$ cat src/rtl/synth_voice_pkg.sv
// Shared types and constants for the polyphonic voice allocator.
// Contents: note/velocity widths, event payload struct, FSM state enum,
// allocation priority codes and a helper that classifies one voice.
package synth_voice_pkg;

  localparam int unsigned NOTE_W = 7;
  localparam int unsigned VEL_W  = 7;
  localparam int unsigned PRI_W  = 3;

  // Latched note event
  typedef struct packed {
    logic              on;
    logic [NOTE_W-1:0] note;
    logic [VEL_W-1:0]  vel;
  } ev_t;

  typedef enum logic [1:0] {
    ST_IDLE   = 2'd0,
    ST_SCAN   = 2'd1,
    ST_GAP    = 2'd2,
    ST_COMMIT = 2'd3
  } state_t;

  // Higher code = stronger claim on a voice
  typedef logic [PRI_W-1:0] pri_t;
  localparam pri_t PRI_NONE   = 3'd0;
  localparam pri_t PRI_STEAL  = 3'd1;
  localparam pri_t PRI_REL    = 3'd2;
  localparam pri_t PRI_FREE   = 3'd3;
  localparam pri_t PRI_RETRIG = 3'd4;

  // Classify one voice as an allocation candidate for a note-on
  function automatic pri_t voice_pri(input logic gated, input logic match,
                                     input logic idle, input logic steal_ok);
    if (gated && match) return PRI_RETRIG;
    if (!gated)         return idle ? PRI_FREE : PRI_REL;
    return steal_ok ? PRI_STEAL : PRI_NONE;
  endfunction

endpackage

$ cat src/rtl/voice_allocator_if.sv
// Note-event handshake between the MIDI parser (master) and the allocator (slave).
// Signals: ev_valid, ev_ready, ev_on (1 = note-on), ev_note, ev_vel.
interface voice_allocator_if;
  import synth_voice_pkg::*;

  logic              ev_valid;
  logic              ev_ready;
  logic              ev_on;
  logic [NOTE_W-1:0] ev_note;
  logic [VEL_W-1:0]  ev_vel;

  modport master (output ev_valid, ev_on, ev_note, ev_vel, input ev_ready);
  modport slave  (input ev_valid, ev_on, ev_note, ev_vel, output ev_ready);

endinterface

$ cat src/rtl/voice_age_tracker.sv
// Per-voice saturating age counters. On i_commit the committed voice is
// cleared to 0 and every other voice ages by one, saturating at all-ones.
// Ports: clk, rst_n (sync, active-low, ages reset to max), i_commit,
// i_voice (committed index), o_age (age per voice).
module voice_age_tracker #(
  parameter int unsigned NVOICE = 8,
  parameter int unsigned VW     = 3,
  parameter int unsigned AGE_W  = 8
) (
  input  logic             clk,
  input  logic             rst_n,
  input  logic             i_commit,
  input  logic [VW-1:0]    i_voice,
  output logic [AGE_W-1:0] o_age [NVOICE]
);

  logic [AGE_W-1:0] r_age [NVOICE];

  always_ff @(posedge clk) begin
    if (!rst_n) begin
      for (int i = 0; i < NVOICE; i++) r_age[i] <= '1;
    end else if (i_commit) begin
      for (int i = 0; i < NVOICE; i++) begin
        if (VW'(i) == i_voice)   r_age[i] <= '0;
        else if (r_age[i] != '1) r_age[i] <= r_age[i] + AGE_W'(1);
      end
    end
  end

  assign o_age = r_age;

endmodule

$ cat src/rtl/voice_allocator.sv
// Polyphonic voice allocator. Accepts note-on/off events over voice_allocator_if,
// scans the voices one per clock and assigns note-ons by priority
// (retrigger > free > oldest releasing > oldest gated), drives per-voice GATE
// and latched note/velocity. Build option: VOICE_STEAL_EN enables stealing the
// oldest gated voice; without it a note-on with no candidate is dropped.
// Ports: clk, rst_n (sync active-low), ena (envelope strobe), ev (slave modport),
// env_idle, gate, v_note, v_vel, alloc_stb, alloc_voice, drop_stb.
module voice_allocator
  import synth_voice_pkg::*;
#(
  parameter int unsigned NVOICE = 8,
  parameter int unsigned VW     = 3,
  parameter int unsigned AGE_W  = 8
) (
  input  logic                     clk,
  input  logic                     rst_n,
  input  logic                     ena,
  voice_allocator_if.slave         ev,
  input  logic [NVOICE-1:0]        env_idle,
  output logic [NVOICE-1:0]        gate,
  output logic [NVOICE*NOTE_W-1:0] v_note,
  output logic [NVOICE*VEL_W-1:0]  v_vel,
  output logic                     alloc_stb,
  output logic [VW-1:0]            alloc_voice,
  output logic                     drop_stb
);

`ifdef VOICE_STEAL_EN
  localparam logic STEAL_OK = 1'b1;
`else
  localparam logic STEAL_OK = 1'b0;
`endif
  localparam logic [VW-1:0] LAST_IDX = VW'(NVOICE - 1);

  state_t            r_state, w_state_nxt;
  logic [VW-1:0]     r_idx, w_idx_nxt;
  pri_t              r_best_pri, w_best_pri_nxt;
  logic [VW-1:0]     r_best_idx, w_best_idx_nxt;
  logic [AGE_W-1:0]  r_best_age, w_best_age_nxt;
  ev_t               r_ev, w_ev_nxt;
  logic [NVOICE-1:0] r_gate, w_gate_nxt;
  logic [NOTE_W-1:0] r_v_note [NVOICE];
  logic [NOTE_W-1:0] w_note_nxt [NVOICE];
  logic [VEL_W-1:0]  r_v_vel [NVOICE];
  logic [VEL_W-1:0]  w_vel_nxt [NVOICE];
  logic              r_alloc_stb, w_alloc_stb_nxt;
  logic [VW-1:0]     r_alloc_voice, w_alloc_voice_nxt;
  logic              r_drop_stb, w_drop_stb_nxt;
  logic              r_ev_ready, w_ev_ready_nxt;

  logic [AGE_W-1:0]  w_age [NVOICE];
  logic              w_commit;
  logic              w_match;
  pri_t              w_cur_pri;
  logic              w_better;

  assign w_commit = (r_state == ST_COMMIT);

  voice_age_tracker #(.NVOICE(NVOICE), .VW(VW), .AGE_W(AGE_W)) u_age (
    .clk      (clk),
    .rst_n    (rst_n),
    .i_commit (w_commit),
    .i_voice  (r_best_idx),
    .o_age    (w_age)
  );

  // Candidate evaluation of the voice currently being visited
  always_comb begin
    w_match   = r_gate[r_idx] && (r_v_note[r_idx] == r_ev.note);
    w_cur_pri = voice_pri(r_gate[r_idx], w_match, env_idle[r_idx], STEAL_OK);
    // Age only breaks ties for releasing/stolen voices; strict > keeps lowest index
    w_better  = (w_cur_pri > r_best_pri) ||
                ((w_cur_pri == r_best_pri) &&
                 ((w_cur_pri == PRI_REL) || (w_cur_pri == PRI_STEAL)) &&
                 (w_age[r_idx] > r_best_age));
  end

  // Next-state and datapath
  always_comb begin
    w_state_nxt       = r_state;
    w_idx_nxt         = r_idx;
    w_best_pri_nxt    = r_best_pri;
    w_best_idx_nxt    = r_best_idx;
    w_best_age_nxt    = r_best_age;
    w_ev_nxt          = r_ev;
    w_gate_nxt        = r_gate;
    w_note_nxt        = r_v_note;
    w_vel_nxt         = r_v_vel;
    w_alloc_stb_nxt   = 1'b0;
    w_alloc_voice_nxt = r_alloc_voice;
    w_drop_stb_nxt    = 1'b0;

    case (r_state)
      ST_IDLE: begin
        if (ev.ev_valid && r_ev_ready) begin
          w_ev_nxt       = '{on: ev.ev_on, note: ev.ev_note, vel: ev.ev_vel};
          w_idx_nxt      = '0;
          w_best_pri_nxt = PRI_NONE;
          w_best_idx_nxt = '0;
          w_best_age_nxt = '0;
          w_state_nxt    = ST_SCAN;
        end
      end
      ST_SCAN: begin
        if (r_ev.on) begin
          if (w_better) begin
            w_best_pri_nxt = w_cur_pri;
            w_best_idx_nxt = r_idx;
            w_best_age_nxt = w_age[r_idx];
          end
        end else if (w_match) begin
          w_gate_nxt[r_idx] = 1'b0;
        end
        w_idx_nxt = r_idx + VW'(1);
        if (r_idx == LAST_IDX) begin
          w_idx_nxt = '0;
          if (!r_ev.on) begin
            w_state_nxt = ST_IDLE;
          end else if (w_best_pri_nxt == PRI_NONE) begin
            w_drop_stb_nxt = 1'b1;
            w_state_nxt    = ST_IDLE;
          end else if ((w_best_pri_nxt == PRI_RETRIG) || (w_best_pri_nxt == PRI_STEAL)) begin
            // Drop GATE so the envelope sees a release before re-attack
            w_gate_nxt[w_best_idx_nxt] = 1'b0;
            w_state_nxt                = ST_GAP;
          end else begin
            w_state_nxt = ST_COMMIT;
          end
        end
      end
      ST_GAP: begin
        if (ena) w_state_nxt = ST_COMMIT;
      end
      ST_COMMIT: begin
        w_gate_nxt[r_best_idx] = 1'b1;
        w_note_nxt[r_best_idx] = r_ev.note;
        w_vel_nxt[r_best_idx]  = r_ev.vel;
        w_alloc_stb_nxt        = 1'b1;
        w_alloc_voice_nxt      = r_best_idx;
        w_state_nxt            = ST_IDLE;
      end
      default: w_state_nxt = ST_IDLE;
    endcase

    w_ev_ready_nxt = (w_state_nxt == ST_IDLE);
  end

  // State and output registers
  always_ff @(posedge clk) begin
    if (!rst_n) begin
      r_state       <= ST_IDLE;
      r_idx         <= '0;
      r_best_pri    <= PRI_NONE;
      r_best_idx    <= '0;
      r_best_age    <= '0;
      r_ev          <= '0;
      r_gate        <= '0;
      r_v_note      <= '{default: '0};
      r_v_vel       <= '{default: '0};
      r_alloc_stb   <= 1'b0;
      r_alloc_voice <= '0;
      r_drop_stb    <= 1'b0;
      r_ev_ready    <= 1'b1;
    end else begin
      r_state       <= w_state_nxt;
      r_idx         <= w_idx_nxt;
      r_best_pri    <= w_best_pri_nxt;
      r_best_idx    <= w_best_idx_nxt;
      r_best_age    <= w_best_age_nxt;
      r_ev          <= w_ev_nxt;
      r_gate        <= w_gate_nxt;
      r_v_note      <= w_note_nxt;
      r_v_vel       <= w_vel_nxt;
      r_alloc_stb   <= w_alloc_stb_nxt;
      r_alloc_voice <= w_alloc_voice_nxt;
      r_drop_stb    <= w_drop_stb_nxt;
      r_ev_ready    <= w_ev_ready_nxt;
    end
  end

  for (genvar i = 0; i < NVOICE; i++) begin : g_pack
    assign v_note[i*NOTE_W +: NOTE_W] = r_v_note[i];
    assign v_vel[i*VEL_W +: VEL_W]    = r_v_vel[i];
  end

  assign gate        = r_gate;
  assign alloc_stb   = r_alloc_stb;
  assign alloc_voice = r_alloc_voice;
  assign drop_stb    = r_drop_stb;
  assign ev.ev_ready = r_ev_ready;

endmodule

$ cat src/flat_wrapper.sv
// flat-port wrapper written by rule: the top's interface ports become plain ports
module voice_allocator_flat import synth_voice_pkg::*;
#(
  parameter int unsigned NVOICE = 8,
  parameter int unsigned VW     = 3,
  parameter int unsigned AGE_W  = 8
)
  (clk, rst_n, ena, env_idle, gate, v_note, v_vel, alloc_stb, alloc_voice, drop_stb, ev_ev_valid, ev_ev_on, ev_ev_note, ev_ev_vel, ev_ev_ready);
  voice_allocator_if ev_i ();
  input  logic clk;
  input  logic rst_n;
  input  logic ena;
  input  logic [NVOICE-1:0] env_idle;
  output logic [NVOICE-1:0] gate;
  output logic [NVOICE*NOTE_W-1:0] v_note;
  output logic [NVOICE*VEL_W-1:0] v_vel;
  output logic alloc_stb;
  output logic [VW-1:0] alloc_voice;
  output logic drop_stb;
  input wire logic [$bits(ev_i.ev_valid)-1:0] ev_ev_valid;
  input wire logic [$bits(ev_i.ev_on)-1:0] ev_ev_on;
  input wire logic [$bits(ev_i.ev_note)-1:0] ev_ev_note;
  input wire logic [$bits(ev_i.ev_vel)-1:0] ev_ev_vel;
  output wire logic [$bits(ev_i.ev_ready)-1:0] ev_ev_ready;
  assign ev_i.ev_valid = ev_ev_valid;
  assign ev_i.ev_on = ev_ev_on;
  assign ev_i.ev_note = ev_ev_note;
  assign ev_i.ev_vel = ev_ev_vel;
  assign ev_ev_ready = ev_i.ev_ready;
  voice_allocator #(.NVOICE(NVOICE), .VW(VW), .AGE_W(AGE_W)) u_core (.clk(clk), .rst_n(rst_n), .ena(ena), .ev(ev_i), .env_idle(env_idle), .gate(gate), .v_note(v_note), .v_vel(v_vel), .alloc_stb(alloc_stb), .alloc_voice(alloc_voice), .drop_stb(drop_stb));
endmodule
$ cat config.mk
export PLATFORM = sky130hd
export DESIGN_NAME = voice_allocator_flat
export DESIGN_NICKNAME = d
export VERILOG_FILES = /design/src/rtl/synth_voice_pkg.sv /design/src/rtl/voice_allocator_if.sv /design/src/rtl/voice_age_tracker.sv /design/src/rtl/voice_allocator.sv /design/src/flat_wrapper.sv
export SDC_FILE = /design/constraint.sdc
export NUM_CORES = 1
export LEC_CHECK = 0
export BUFFER_PORTS_ARGS = -buffer_cell sky130_fd_sc_hd__buf_4
export CORE_MARGIN = 5
export CORE_UTILIZATION = 60
export CTS_BUF_LIST = sky130_fd_sc_hd__clkbuf_4
export DETAILED_ROUTE_END_ITERATION = 7
export PLACE_DENSITY = 0.83
export SYNTH_ARGS = -nofsm -noshare
export SYNTH_HDL_FRONTEND = slang
export SYNTH_SLANG_ARGS = --single-unit
export TNS_END_PERCENT = 20
$ cat constraint.sdc
create_clock -name clk -period 12.18 [get_ports clk]
set_clock_uncertainty 0.05 [all_clocks]
set_input_delay 2.436 -clock clk [delete_from_list [all_inputs] [get_ports clk]]
set_output_delay 2.436 -clock clk [all_outputs]
set_load 0.005 [all_outputs]
=== Word-level counts from Yosys, hierarchy flattened ===
Cells that the tools add are included.
Widths: inputs -> output; s select.

* Flip-flop bits (word level): 224
* Input port bits: 27
* Output and inout port bits: 126
* Word-level logic and storage cells: 206

* Add/sub/neg operators: 9
* $lt $le $gt $ge: 11
* Equality and inequality tests: 28
* Mux-type cells: 76
* Bitwise gates (word level): 7
* Reductions and logical operators: 38

{| class="wikitable"
|+ Operators by type and width
! operator !! count
|-
| $mux 8 || 28
|-
| $bwmux 56 || 2
|-
| $add 8x1->8 const B || 8
|-
| $ne 8x8->1 const B || 8
|-
| $mux 3 || 12
|-
| $pmux 8 s2 || 2
|-
| $bmux 8 s3 || 1
|-
| $bmux 7 s3 || 1
|-
| $demux 7 s3 || 1
|-
| $mux 7 || 3
|-
| $reduce_and 2->1 || 10
|-
| $reduce_bool 2->1 || 10
|-
| $pmux 3 s2 || 3
|-
| $and 8x8->8 || 2
|-
| $not 8->8 || 2
|-
| $eq 3x3->1 const A || 4
|-
| $lt 3x4->1 const B || 3
|-
| $mux 1 || 12
|-
| $mux 2 || 5
|-
| $demux 1 s3 || 3
|-
| $ge 3x1->1 const B || 3
|-
| $logic_and 1x1->1 || 9
|-
| $ge 4x4->1 const B || 2
|-
| $gt 8x8->1 || 1
|-
| 21 further kinds || 34
|}

=== Depth between registers and ports, before layout ===
Gate-level depths: netlist (run 1).

* Depth in word-level cells: 30
* Depth in mapped cells: 19
* Gate-level depth less buffers: 14

=== Modules after synthesis ===
Synthesis (run 1) repeated with hierarchy kept, for this count alone.

* Cells, all modules: 1387
* Area, all modules: 11105.7 µm²

{| class="wikitable"
|+ By module, submodules not included
! module !! times used !! cells an instance !! area each (µm²) !! sequential area each (µm²)
|-
| voice_allocator || 1 || 968 || 7639.8 || 3203.1
|-
| voice_age_tracker || 1 || 419 || 3465.8 || 1281.2
|}

=== Worst setup path before layout (run 1) ===
OpenSTA, ideal clock, no wires.

* Path type: input -> register
* Start: input port env_idle[7]
* End: register u_core.r_gate[6] (netlist: u_core.gate[6])
* Setup time: 0.136 ns
* Data arrival time: 4.947 ns
* Data required time: 11.994 ns
* Slack: 7.048 ns
* Cell stages on the path: 12
* Buffers on the path: 0
* Cells stage by stage: mux4_2 mux2i_1 inv_1 nand2_1 ha_1 nand3b_1 a32oi_1 or3_1 o211a_1 or4b_1 a211oi_1 o32ai_1

* Longest elaborated chain between the ends: 25
* Elaborated cells on any way between the ends: 36
* Classes of those cells: order compare: 3; eq/ne: 5; mux: 19; bitwise: 2; reduce/logical: 7

{| class="wikitable"
|+ RTL lines
! what !! RTL line !! RTL
|-
| start: declaration || flat_wrapper.sv:13 || <nowiki>input logic [NVOICE-1:0] env_idle;</nowiki>
|-
| $bmux 1 s3 (*) || voice_allocator.sv:70 || <nowiki>w_cur_pri = voice_pri(r_gate[r_idx], w_match, env_idle[r_idx], STEAL_OK);</nowiki>
|-
| $mux 1 (implied by the code) (*) || voice_allocator.sv:70 ||
|-
| $mux 1 (*) || synth_voice_pkg.sv:36 || <nowiki>if (!gated) return idle ? PRI_FREE : PRI_REL;</nowiki>
|-
| $mux 3 (*) || synth_voice_pkg.sv:36 ||
|-
| $mux 3 (*) || synth_voice_pkg.sv:37 || <nowiki>return steal_ok ? PRI_STEAL : PRI_NONE;</nowiki>
|-
| $mux 3 (*) || synth_voice_pkg.sv:36 ||
|-
| $eq 3x2->1 / $eq 3x1->1 (equally long branches) || voice_allocator.sv:74 || <nowiki>((w_cur_pri == PRI_REL) || (w_cur_pri == PRI_STEAL)) &&</nowiki>
|-
| $logic_or 1x1->1 || voice_allocator.sv:74 ||
|-
| [... 9 more ...] || n/a ||
|-
| $demux 1 s3 || n/a ||
|-
| $not 8->8 (no source line) || n/a ||
|-
| $and 8x8->8 (no source line) || n/a ||
|-
| $mux 8 || voice_allocator.sv:122 || <nowiki>end else if ((w_best_pri_nxt == PRI_RETRIG) || (w_best_pri_nxt == PRI_STEAL)) begin</nowiki>
|-
| $mux 8 (*) || voice_allocator.sv:119 || <nowiki>end else if (w_best_pri_nxt == PRI_NONE) begin</nowiki>
|-
| $mux 8 (*) || voice_allocator.sv:117 || <nowiki>if (!r_ev.on) begin</nowiki>
|-
| $mux 8 (*) || voice_allocator.sv:115 || <nowiki>if (r_idx == LAST_IDX) begin</nowiki>
|-
| $pmux 8 s2 (*) || voice_allocator.sv:93 || <nowiki>case (r_state)</nowiki>
|-
| end signal: assignment || voice_allocator.sv:171 || <nowiki>r_gate <= w_gate_nxt;</nowiki>
|-
| end: declaration || voice_allocator.sv:41 || <nowiki>logic [NVOICE-1:0] r_gate, w_gate_nxt;</nowiki>
|}

Every way passes the cells marked *; elsewhere a longest branch is shown, timed or not. The select of a mux whose other input is x is not followed.
A chain may end at the register's enable or synchronous reset.

=== Worst setup path after layout (run 1) ===
* Start: register u_core.r_idx[1]
* End: register u_core.r_gate[6] (netlist: u_core.gate[6])

* Longest elaborated chain between the ends: 28
* Elaborated cells on any way between the ends: 63
* Classes of those cells: order compare: 6; eq/ne: 7; mux: 35; bitwise: 5; reduce/logical: 10

{| class="wikitable"
|+ RTL lines
! what !! RTL line !! RTL
|-
| start: declaration || voice_allocator.sv:36 || <nowiki>logic [VW-1:0] r_idx, w_idx_nxt;</nowiki>
|-
| start signal: assignment || voice_allocator.sv:166 || <nowiki>r_idx <= w_idx_nxt;</nowiki>
|-
| $not 3->4 (implied by the code) || voice_allocator.sv:69, voice_allocator.sv:75 ||
|-
| $bmux 7 s3 || voice_allocator.sv:69 || <nowiki>w_match = r_gate[r_idx] && (r_v_note[r_idx] == r_ev.note);</nowiki>
|-
| $mux 7 (implied by the code) (2 in a row) || voice_allocator.sv:69 ||
|-
| $eq 7x7->1 || voice_allocator.sv:69 ||
|-
| $logic_and 1x1->1 || voice_allocator.sv:69 ||
|-
| $logic_and 1x1->1 || synth_voice_pkg.sv:35 || <nowiki>if (gated && match) return PRI_RETRIG;</nowiki>
|-
| $mux 1 || synth_voice_pkg.sv:35 ||
|-
| $mux 3 || synth_voice_pkg.sv:36 ||
|-
| [... 11 more ...] || n/a ||
|-
| $demux 1 s3 || n/a ||
|-
| $not 8->8 (no source line) || n/a ||
|-
| $and 8x8->8 (no source line) || n/a ||
|-
| $mux 8 || voice_allocator.sv:122 ||
|-
| $mux 8 || voice_allocator.sv:119 ||
|-
| $mux 8 || voice_allocator.sv:117 ||
|-
| $mux 8 (*) || voice_allocator.sv:115 ||
|-
| $pmux 8 s2 (*) || voice_allocator.sv:93 ||
|}

Marks and branches as above.

==> flow_metrics.tcl, run 1 <==
set metrics [dict create \
    highest_count_cells_in_the_layout_ignoring_fill_and_taps "sky130_fd_sc_hd__nand2_1, sky130_fd_sc_hd__dfxtp_1, sky130_fd_sc_hd__buf_4" \
    max_clock_freq_mhz 184 \
    power_report.internal_total_uw 1130 \
    cts_root_buffer "sky130_fd_sc_hd__clkbuf_4" \
    power.switching_uw 397 \
    ys_ff_latch 224 \
    post_synth_net_total 1358 \
    synthesis.instances 1310 \
    end_kind "register" \
    synth_enable_flop_cells 0 \
    ctsLongestPathBuffers 3 \
    post_placement_worst_setup_slack_ps 6560 \
    timing.critical_path.arrival_ps 5900 \
    cellLeakagePower_uw 0.00472 \
    cts-htree-levels 2 \
    cp.required_ps 12660 \
    final_layout_size_suffix_gt1_frac 0.195 \
    fill_cells 1386 \
    finalWeightedCongestion 0.945 \
    via_count 10400 \
    comb_power_share 0.078 \
    tritoncts "done" \
    drc_errors 0 \
    max-vdd-ir-drop_v 0.0000894 \
    detail-route-antenna-nets 0 \
    synth-main-ff-cell "sky130_fd_sc_hd__dfxtp_1" \
    layout.cells.most_common "sky130_fd_sc_hd__nand2_1" \
    flow.area_growth_from_synthesis_pct 18.0 \
    timing.critical_path.from_type "register" \
    skew_pair_late_insertion_delay_ps 710 \
    critical-path-max-stage-delay_ps 790 \
    synth-async-reset-ratio 0 \
    average_routed_wire_per_standard_cell_um 19.1 \
    synth-seq-area-share 0.424 \
    timing.final.ws_setup_ps 6760 \
    synthDistinctLibCells 66 \
    cts.sinks 224 \
    groute.usage.overall 0.310 \
    synthesis.area_per_instance_um2 8.07 \
    die-height_um 143 \
    min_period_ps 5420 \
    sequential_cell_area_um2 4490 \
    die-area_um2 20400 \
    power.sequential.fraction 0.496 \
    clkTransAtPathRegs_ps 70 \
    slew_violations 0 \
    rsz0062_at_grt "false" \
    post_cts_hold_buffer_count 0 \
    vias_per_cell 6.08 \
    design.core.area_um2 17300 \
    finish.utilization 0.722 \
    number_of_resized_instances_in_the_post_cts_repair_step 0 \
    yosysWarningCount 0 \
    core.rowCount 48 \
    nNetsFinal 1487 \
    final_min_period_over_clock_period 0.445 \
    synth.cell_area_um2 10600 \
    die_width_um 143 \
    power-per-cell-area_nw_per_um2 122 \
    1st_iter_drt_viols 880 \
    cp_num_buf_inv 2 \
    antenna_found_initial 2 \
    initial_utilization 0.611 \
    setup-tns-final_ps 0 \
    pwr-share-clk 0.425 \
    sw_frac_of_total 0.261 \
    critical_path_class "reg -> reg" \
    finalSetupViolCount 0 \
    result_of_the_run "finished, final reports clean" \
    cp_cell_sequence "buf_4 > nor2b_1 > a22oi_1 > a21o_1 > a2111oi_4 > nand3_2 > inv_2 > ha_1 > a21oi_1 > a32oi_1 > or3_1 > o211a_1 > or4b_1 > a211oi_1 > o32ai_1" \
    min-delay-path-class "reg -> reg" \
    grt_overflow 0 \
    route.final.wire_length_um 32600 \
    post-dp-hpwl_um 22100 \
    largest_net_degree_at_the_start_of_global_routing 107 \
    grt_first_pass_wirelength_um 50900 \
    place.port_buffers 152 \
    drt-pass1-iter-count 6 \
    cts-buffers-inserted 56 \
    cpLargestDelayFamily "simple AND/OR/NAND/NOR gates" \
    area_of_the_multi_input_gates_um2 5650 \
    slew-limit-headroom 0.277 \
    report.final.hold_viol_count 0 \
    number_of_global_route_vias_before_repair 9921 \
    totalPowerFinal_uw 1520 \
    drv_cap 0 \
    tightestPinTransition_ps 1080 \
    timing.critical_path.slowest_stage_cell "sky130_fd_sc_hd__nor2b_1" \
    critPathMaxFanout 34 \
    post_cts_setup_repair_bufs 0 \
    io_pins 153 \
]
-- layer usage --
metal  vias to the layer above  track usage  share of wire
li1                       4868            -              -
met5                         -            0        0.00034
met4                         2        0.124          0.031
met1                      4909        0.392           0.39
met3                        88        0.105           0.12
met2                       534        0.488           0.46
-- registers in the layout, summed over array words and instances, names as in the netlist --
name                cells
u_core.r_ev            15
u_core.r_state          2
u_core.r_best_idx       3
u_core.r_best_age       8
u_core.r_best_pri       3
u_core.v_note          56
u_core.ev.ev_ready      1
u_core.v_vel           56
u_core.alloc_stb        1
u_core.u_age.o_age     64
u_core.alloc_voice      3
u_core.gate             8
u_core.r_idx            3
u_core.drop_stb         1
-- synth_stat cells (all sizes together) (14+ instances only) --
cell | instances | area share
xor2 | 23 | 0.019
mux2i | 33 | 0.032
nor2 | 43 | 0.015
and3 | 27 | 0.016
a21oi | 162 | 0.077
nand4 | 14 | 0.0083
nand3 | 25 | 0.012
ha | 21 | 0.025
dfxtp | 224 | 0.42
inv | 18 | 0.0064
and2 | 14 | 0.0083
buf | 14 | 0.0076
nand2 | 357 | 0.13
clkbuf | 81 | 0.029
o21ai | 58 | 0.027
mux2 | 14 | 0.015
a22oi | 17 | 0.012
-- stage by stage --
stage	cell area, um2	hold WS (ps)	cells
final	12500	406	1710
after global routing	12500	428	1710
after CTS	12500	408	1709
after detailed placement	11700	397	1606
after global placement	11700	392	1606
after floorplan	10600	382	1310
-- layout make-up --
type                            instances  share of cell area
Clock buffer                           85              0.0511
Timing Repair Buffer                  166              0.0998
Sequential cell                       224               0.360
Inverter                               18             0.00561
Clock inverter                         18             0.00822
Tap cell                              225              0.0226
Antenna cell                            1            0.000200
Multi-Input combinational cell        973               0.453
-- power groups by stage --
stage                     Clock, uW  Sequential, uW  Combinational [uW]
final                           648             756                 119
after global routing            704             756                 129
after CTS                       656             755                 117
after detailed placement          0             772                 117
after global placement            0             772                 115
after floorplan                   0             759                93.9
-- kinds of logic after synthesis --
| family | count (synthesis) | share of synthesized area |
|---|---|---|
| adder cells (fa/ha/maj) | 21 | 0.0248 |
| multiplexers | 59 | 0.0736 |
| XOR/XNOR | 30 | 0.0248 |
| flip-flops | 224 | 0.424 |
| buffers and inverters | 113 | 0.0427 |
| AND/OR/NAND/NOR | 538 | 0.224 |
| AO/OA/AOI/OAI | 325 | 0.186 |
-- final timing paths --
check                                       from          endpoint  slack (ps)  cells past startpoint
worst min register to register  u_core.v_vel[41]  u_core.v_vel[41]         410                      2
worst max-delay path             u_core.r_idx[1]    u_core.gate[6]        6760                     15
worst max register to register   u_core.r_idx[1]    u_core.gate[6]        6760                     15
worst min-delay path            u_core.v_vel[41]  u_core.v_vel[41]         410                      2
-- worst reg2reg max path: stages, from the launching register on --
cell and delay [ps]:
sky130_fd_sc_hd__dfxtp_2 450, sky130_fd_sc_hd__buf_4 460, sky130_fd_sc_hd__nor2b_1 790, sky130_fd_sc_hd__a22oi_1 210, sky130_fd_sc_hd__a21o_1 240, sky130_fd_sc_hd__a2111oi_4 460
sky130_fd_sc_hd__nand3_2 240, sky130_fd_sc_hd__inv_2 150, sky130_fd_sc_hd__ha_1 270, sky130_fd_sc_hd__a21oi_1 160, sky130_fd_sc_hd__a32oi_1 100, sky130_fd_sc_hd__or3_1 400
sky130_fd_sc_hd__o211a_1 270, sky130_fd_sc_hd__or4b_1 590, sky130_fd_sc_hd__a211oi_1 290, sky130_fd_sc_hd__o32ai_1 120
Power figures use the tool's default switching activity.
==> run 2: changes to the inputs <==
--- a/config.mk
+++ b/config.mk
@@ -7,10 +7,10 @@
 export LEC_CHECK = 0
 export BUFFER_PORTS_ARGS = -buffer_cell sky130_fd_sc_hd__buf_4
 export CORE_MARGIN = 5
-export CORE_UTILIZATION = 60
+export CORE_UTILIZATION = 59
 export CTS_BUF_LIST = sky130_fd_sc_hd__clkbuf_4
 export DETAILED_ROUTE_END_ITERATION = 7
-export PLACE_DENSITY = 0.83
+export PLACE_DENSITY = 0.82
 export SYNTH_ARGS = -nofsm -noshare
 export SYNTH_HDL_FRONTEND = slang
 export SYNTH_SLANG_ARGS = --single-unit
==> constraint.sdc (replaced) <==
create_clock -name clk -period 5.45 [get_ports clk]
set_clock_uncertainty 0.05 [all_clocks]
set_input_delay 1.09 -clock clk [delete_from_list [all_inputs] [get_ports clk]]
set_output_delay 1.09 -clock clk [all_outputs]
set_load 0.005 [all_outputs]
==> run 2 against run 1 <==
  * Register-to-register slack got worse by 6200 ps
  * Global-route usage rose by 0.17 points
  * Count of clock-buffer cells in the layout down 6
  * Die area increased by 1.6%
  * Hold slack worse by 4.2 ps
  * Utilization fell by 2.1 points
  * Design area down 0.14%
  * Combinational power increased by 120%
==> flow_metrics.tcl, run 2 (synthesized netlist as in run 1, its figures left out) <==
set metrics [dict create \
    power-per-cell-area_nw_per_um2 269 \
    max-vdd-ir-drop_v 0.000218 \
    initial_utilization 0.595 \
    result_of_the_run "finished, final reports clean" \
    critPathMaxFanout 24 \
    timing.critical_path.arrival_ps 5330 \
    detail-route-antenna-nets 0 \
    finalWeightedCongestion 0.965 \
    layout.cells.most_common "sky130_fd_sc_hd__nand2_1" \
    timing.rr.start "u_core.r_idx[1]" \
    route.final.wire_length_um 33100 \
    drt-pass1-iter-count 6 \
    number_of_resized_instances_in_the_post_cts_repair_step 0 \
    tritoncts "done" \
    post_cts_hold_buffer_count 0 \
    number_of_global_route_vias_before_repair 9614 \
    die_width_um 144 \
    area_of_the_multi_input_gates_um2 5660 \
    design.core.area_um2 17800 \
    groute.usage.overall 0.311 \
    min_period_ps 4840 \
    clkTransAtPathRegs_ps 70 \
    post_placement_worst_setup_slack_ps 683 \
    vias_per_cell 6.10 \
    cts-htree-levels 2 \
    place.port_buffers 152 \
    post-dp-hpwl_um 22300 \
    grt_overflow 0 \
    cellLeakagePower_uw 0.00470 \
    rrSetupSlack_ps 610 \
    finalSetupViolCount 0 \
    cts-buffers-inserted 56 \
    drv_cap 0 \
    final_min_period_over_clock_period 0.889 \
    rsz0062_at_grt "false" \
    final_layout_size_suffix_gt1_frac 0.194 \
    rr_worst_depth 14 \
    timing.critical_path.from_type "register" \
    ctsLongestPathBuffers 3 \
    number_of_flip_flops_under_the_largest_register_name 64 \
    drc_errors 0 \
    min-delay-path-class "reg -> reg" \
    min_to "u_core.alloc_voice[2]" \
    hold_path_depth 2 \
    setup-tns-final_ps 0 \
    cts_root_buffer "sky130_fd_sc_hd__clkbuf_4" \
    critical_path_class "reg -> reg" \
    fill_cells 1429 \
    regToRegEndpoint "u_core.gate[5]" \
    via_count 10400 \
    cts.sinks 224 \
    timing.final.ws_setup_ps 605 \
    grt_first_pass_wirelength_um 51400 \
    cp.required_ps 5930 \
    antenna_found_initial 1 \
    highest_count_cells_in_the_layout_ignoring_fill_and_taps "sky130_fd_sc_hd__nand2_1, sky130_fd_sc_hd__dfxtp_1, sky130_fd_sc_hd__buf_4" \
    holdCritStartpoint "u_core.alloc_voice[2]" \
    io_pins 153 \
    die-height_um 144 \
    post_cts_setup_repair_bufs 0 \
    sequential_cell_area_um2 4490 \
    average_routed_wire_per_standard_cell_um 19.4 \
    tightestPinTransition_ps 1070 \
    end_kind "register" \
    1st_iter_drt_viols 996 \
    max_clock_freq_mhz 206 \
    nNetsFinal 1488 \
    slew_violations 0 \
    report.final.hold_viol_count 0 \
    flow.area_growth_from_synthesis_pct 17.9 \
    slew-limit-headroom 0.289 \
    largest_net_degree_at_the_start_of_global_routing 75 \
    die-area_um2 20700 \
    finalHoldWorstSlack_ps 402 \
    critical_path.startpoint "u_core.r_idx[1]" \
    core.rowCount 49 \
    skew_pair_late_insertion_delay_ps 690 \
]
-- run 2: changes by cell type in the layout (fill, tap and decap cells not counted) --
cell                         previous run  this run
sky130_fd_sc_hd__buf_4                166       167
sky130_fd_sc_hd__clkbuf_4              85        79
sky130_fd_sc_hd__clkinv_1              15        16
sky130_fd_sc_hd__clkinv_2               0         1
sky130_fd_sc_hd__clkinv_4               0         2
sky130_fd_sc_hd__clkinvlp_4             1         0
sky130_fd_sc_hd__inv_6                  1         0
sky130_fd_sc_hd__nor2_1                43        41
sky130_fd_sc_hd__nor2_2                 0         2
-- run 2: worst max-delay path: stages, from the launching register on --
cell,delay [ps]
sky130_fd_sc_hd__dfxtp_2,770
sky130_fd_sc_hd__mux4_2,580
sky130_fd_sc_hd__mux2i_1,190
sky130_fd_sc_hd__xnor2_1,170
sky130_fd_sc_hd__a2111oi_4,390
sky130_fd_sc_hd__nand3_2,240
sky130_fd_sc_hd__inv_2,150
sky130_fd_sc_hd__ha_1,270
sky130_fd_sc_hd__a21oi_1,160
sky130_fd_sc_hd__a32oi_1,90
sky130_fd_sc_hd__or3_1,410
sky130_fd_sc_hd__o211a_1,280
sky130_fd_sc_hd__or4b_1,590
sky130_fd_sc_hd__a211oi_1,260
sky130_fd_sc_hd__o22ai_1,90
-- run 2: routing by layer --
layer / GRT usage / vias to the layer above / part of all wire
li1: - / 4875 / -
met1: 0.416 / 4866 / 0.40
met2: 0.482 / 595 / 0.46
met3: 0.0832 / 106 / 0.11
met4: 0.122 / 0 / 0.031
met5: 0 / - / 0
-- run 2: how the worst max path moves through the flow --
stage	endpoint	cells after the start
6_report	u_core.gate[5]	14
5_1_grt	u_core.gate[5]	14
4_1_cts	u_core.gate[6]	14
3_5_place_dp	u_core.gate[6]	14
3_3_place_gp	u_core.gate[6]	14
2_1_floorplan	u_core.gate[6]	15
-- run 2: stage by stage --
stage	power (uW)	std cells	util	instance area, um2
after CTS	3370	1710	0.701	12500
final	3360	1711	0.701	12500
after global placement	1980	1611	0.661	11800
after detailed placement	1990	1611	0.661	11800
after global routing	3490	1711	0.701	12500
after floorplan	1910	1310	-	10600
-- run 2: final cells by class --
type	count	area share
tap	229	0.0230
inverter	18	0.00562
multi-input combinational	973	0.454
sequential	224	0.360
timing repair buffer	167	0.101
antenna	1	0.000201
clock buffer	79	0.0476
clock inverter	20	0.00903
-- run 2: power breakdown --
part	internal [uW]	switching, uW	leakage, uW	total, uW
Sequential	1650	41.5	0.00181	1690
Clock	716	683	0.000415	1400
Combinational	105	157	0.00248	262
==> run 3: changes to the inputs <==
--- a/config.mk
+++ b/config.mk
@@ -10,8 +10,8 @@
 export CORE_UTILIZATION = 59
 export CTS_BUF_LIST = sky130_fd_sc_hd__clkbuf_4
 export DETAILED_ROUTE_END_ITERATION = 7
+export MAX_ROUTING_LAYER = met4
 export PLACE_DENSITY = 0.82
 export SYNTH_ARGS = -nofsm -noshare
 export SYNTH_HDL_FRONTEND = slang
 export SYNTH_SLANG_ARGS = --single-unit
-export TNS_END_PERCENT = 20
==> constraint.sdc (replaced) <==
create_clock -name clk -period 5.1 [get_ports clk]
set_clock_uncertainty 0.05 [all_clocks]
set_input_delay 1.02 -clock clk [delete_from_list [all_inputs] [get_ports clk]]
set_output_delay 1.02 -clock clk [all_outputs]
set_load 0.005 [all_outputs]
==> run 3 against run 2 <==
  * Fmax increased by 0.72%
  * Sequential share of layout area hardly changed
  * Final cell count is 0.12% higher
  * Via count grew 0.29%
  * Design area about the same
  * Global-route usage increased by 1.5 points
  * Largest cell class unchanged
  * Highest routed layer unchanged
==> flow_metrics.tcl, run 3 (synthesized netlist as in run 1, its figures left out) <==
set metrics [dict create \
    route.final.wire_length_um 33500 \
    rsz0062_at_grt "false" \
    ctsLongestPathBuffers 3 \
    core.rowCount 49 \
    power.switching_uw 966 \
    flow.area_growth_from_synthesis_pct 17.9 \
    min_period_ps 4810 \
    hold_path_depth 2 \
    cts.sinks 224 \
    number_of_flip_flops_under_the_largest_register_name 64 \
    drc_errors 0 \
    cpLargestDelayFamily "compound AO/OA/AOI/OAI gates" \
    cts-htree-levels 2 \
    global_route.usage.met2 0.493 \
    timing.critical_path.slowest_stage_cell "sky130_fd_sc_hd__dfxtp_2" \
    min-delay-path-class "reg -> reg" \
    area_of_the_multi_input_gates_um2 5660 \
    grt_overflow 0 \
    setup-tns-final_ps 0 \
    max_clock_freq_mhz 208 \
    largest_net_degree_at_the_start_of_global_routing 114 \
    timing.critical_path.arrival_ps 5310 \
    post-dp-hpwl_um 22500 \
    critical_path_class "reg -> reg" \
    skew_pair_late_insertion_delay_ps 710 \
    report.final.hold_viol_count 0 \
    highest_count_cells_in_the_layout_ignoring_fill_and_taps "sky130_fd_sc_hd__nand2_1, sky130_fd_sc_hd__dfxtp_1, sky130_fd_sc_hd__buf_4" \
    comb_power_share 0.079 \
    number_of_resized_instances_in_the_post_cts_repair_step 0 \
    average_routed_wire_per_standard_cell_um 19.5 \
    timing.critical_path.from_type "register" \
    max-vdd-ir-drop_v 0.000225 \
    via_count 10500 \
    drt-pass1-iter-count 8 \
    min_to "u_core.alloc_voice[1]" \
    holdCritStartpoint "u_core.alloc_voice[1]" \
    place.port_buffers 152 \
    finalSetupViolCount 0 \
    slew-limit-headroom 0.343 \
    1st_iter_drt_viols 1046 \
    power-per-cell-area_nw_per_um2 288 \
    post_cts_setup_repair_bufs 0 \
    result_of_the_run "finished, final reports clean" \
    nNetsFinal 1489 \
    initial_utilization 0.595 \
    final_layout_size_suffix_gt1_frac 0.192 \
    clkTransAtPathRegs_ps 80 \
    io_pins 153 \
    cp.required_ps 5600 \
    detail-route-antenna-nets 0 \
    design.core.area_um2 17800 \
    grt.met1_usage 0.414 \
    end_kind "register" \
    grt.busiest_layer "met2" \
    die-area_um2 20700 \
    final_min_period_over_clock_period 0.943 \
    rrSetupSlack_ps 290 \
    timing.rr.start "u_core.r_idx[1]" \
    groute.usage.overall 0.326 \
    fill_cells 1435 \
    globalRouteMet3Util 0.0769 \
    tritoncts "done" \
    rr_worst_depth 14 \
    regToRegEndpoint "u_core.gate[4]" \
    pwr-share-clk 0.417 \
    power_report.internal_total_uw 2630 \
    cellLeakagePower_uw 0.00470 \
    sequential_cell_area_um2 4490 \
    finalWeightedCongestion 0.965 \
    layout.cells.most_common "sky130_fd_sc_hd__nand2_1" \
    tightestPinTransition_ps 980 \
    antenna_found_initial 1 \
    cp_num_buf_inv 1 \
    die_width_um 144 \
    critical_path.startpoint "u_core.r_idx[1]" \
    power.sequential.fraction 0.504 \
    cp_cell_sequence "mux4_2 > mux2i_1 > xnor2_1 > a2111oi_4 > nand3_2 > inv_2 > ha_1 > a21oi_1 > a32oi_1 > or3_1 > o211a_1 > or4b_1 > a211oi_1 > o32ai_1" \
    slew_violations 0 \
    die-height_um 144 \
    vias_per_cell 6.11 \
    cts-buffers-inserted 57 \
    drv_cap 0 \
    grt_first_pass_wirelength_um 52500 \
    number_of_global_route_vias_before_repair 10100 \
    critPathMaxFanout 19 \
    cts_root_buffer "sky130_fd_sc_hd__clkbuf_4" \
    post_cts_hold_buffer_count 0 \
    critical-path-max-stage-delay_ps 680 \
    finalHoldWorstSlack_ps 404 \
    sw_frac_of_total 0.269 \
]
[run 3: stage by stage]
| stage | setup WS (ps) | power [uW] | instances | cell area [um2] | util |
|---|---|---|---|---|---|
| floorplan | 972 | 2040 | 1310 | 10600 | - |
| global placement | 540 | 2120 | 1611 | 11800 | 0.662 |
| detailed placement | 449 | 2120 | 1611 | 11800 | 0.662 |
| CTS | 366 | 3600 | 1712 | 12500 | 0.701 |
| global route | 55.2 | 3740 | 1713 | 12500 | 0.701 |
| finish | 290 | 3590 | 1713 | 12500 | 0.701 |
[run 3: final cells by class]
class / count / area share
multi-input combinational: 973 / 0.454
sequential: 224 / 0.360
timing repair buffer: 167 / 0.102
clock buffer: 76 / 0.0457
tap: 229 / 0.0230
clock inverter: 25 / 0.0105
inverter: 18 / 0.00562
antenna: 1 / 0.000201
[run 3: worst max-delay path by stage]
| stage | end | depth (start not counted) | slack (ps) |
|---|---|---|---|
| after floorplan | u_core.gate[6] | 15 | 970 |
| after global placement | u_core.gate[6] | 14 | 540 |
| after detailed placement | u_core.gate[4] | 14 | 450 |
| after CTS | u_core.gate[4] | 14 | 370 |
| after global routing | u_core.gate[4] | 14 | 60 |
| final | u_core.gate[4] | 14 | 290 |
[run 3: worst register-to-register path, stage by stage, from the launching register on]
cell and delay (ps):
sky130_fd_sc_hd__dfxtp_2 680, sky130_fd_sc_hd__mux4_2 590, sky130_fd_sc_hd__mux2i_1 180, sky130_fd_sc_hd__xnor2_1 150, sky130_fd_sc_hd__a2111oi_4 430, sky130_fd_sc_hd__nand3_2 240
sky130_fd_sc_hd__inv_2 140, sky130_fd_sc_hd__ha_1 280, sky130_fd_sc_hd__a21oi_1 160, sky130_fd_sc_hd__a32oi_1 100, sky130_fd_sc_hd__or3_1 410, sky130_fd_sc_hd__o211a_1 280
sky130_fd_sc_hd__or4b_1 600, sky130_fd_sc_hd__a211oi_1 260, sky130_fd_sc_hd__o32ai_1 110
[run 3: power by group through the flow]
stage	logic [uW]	clock network (uW)	registers, uW
floorplan	224	0	1810
global placement	270	0	1850
detailed placement	274	0	1850
CTS	276	1520	1810
global route	307	1620	1810
finish	283	1500	1810
[run 3: layer usage]
layer	routed length [um]	share of wire
met1	13400	0.40
met2	15200	0.45
met3	3470	0.10
met4	1410	0.042
met5	0	0
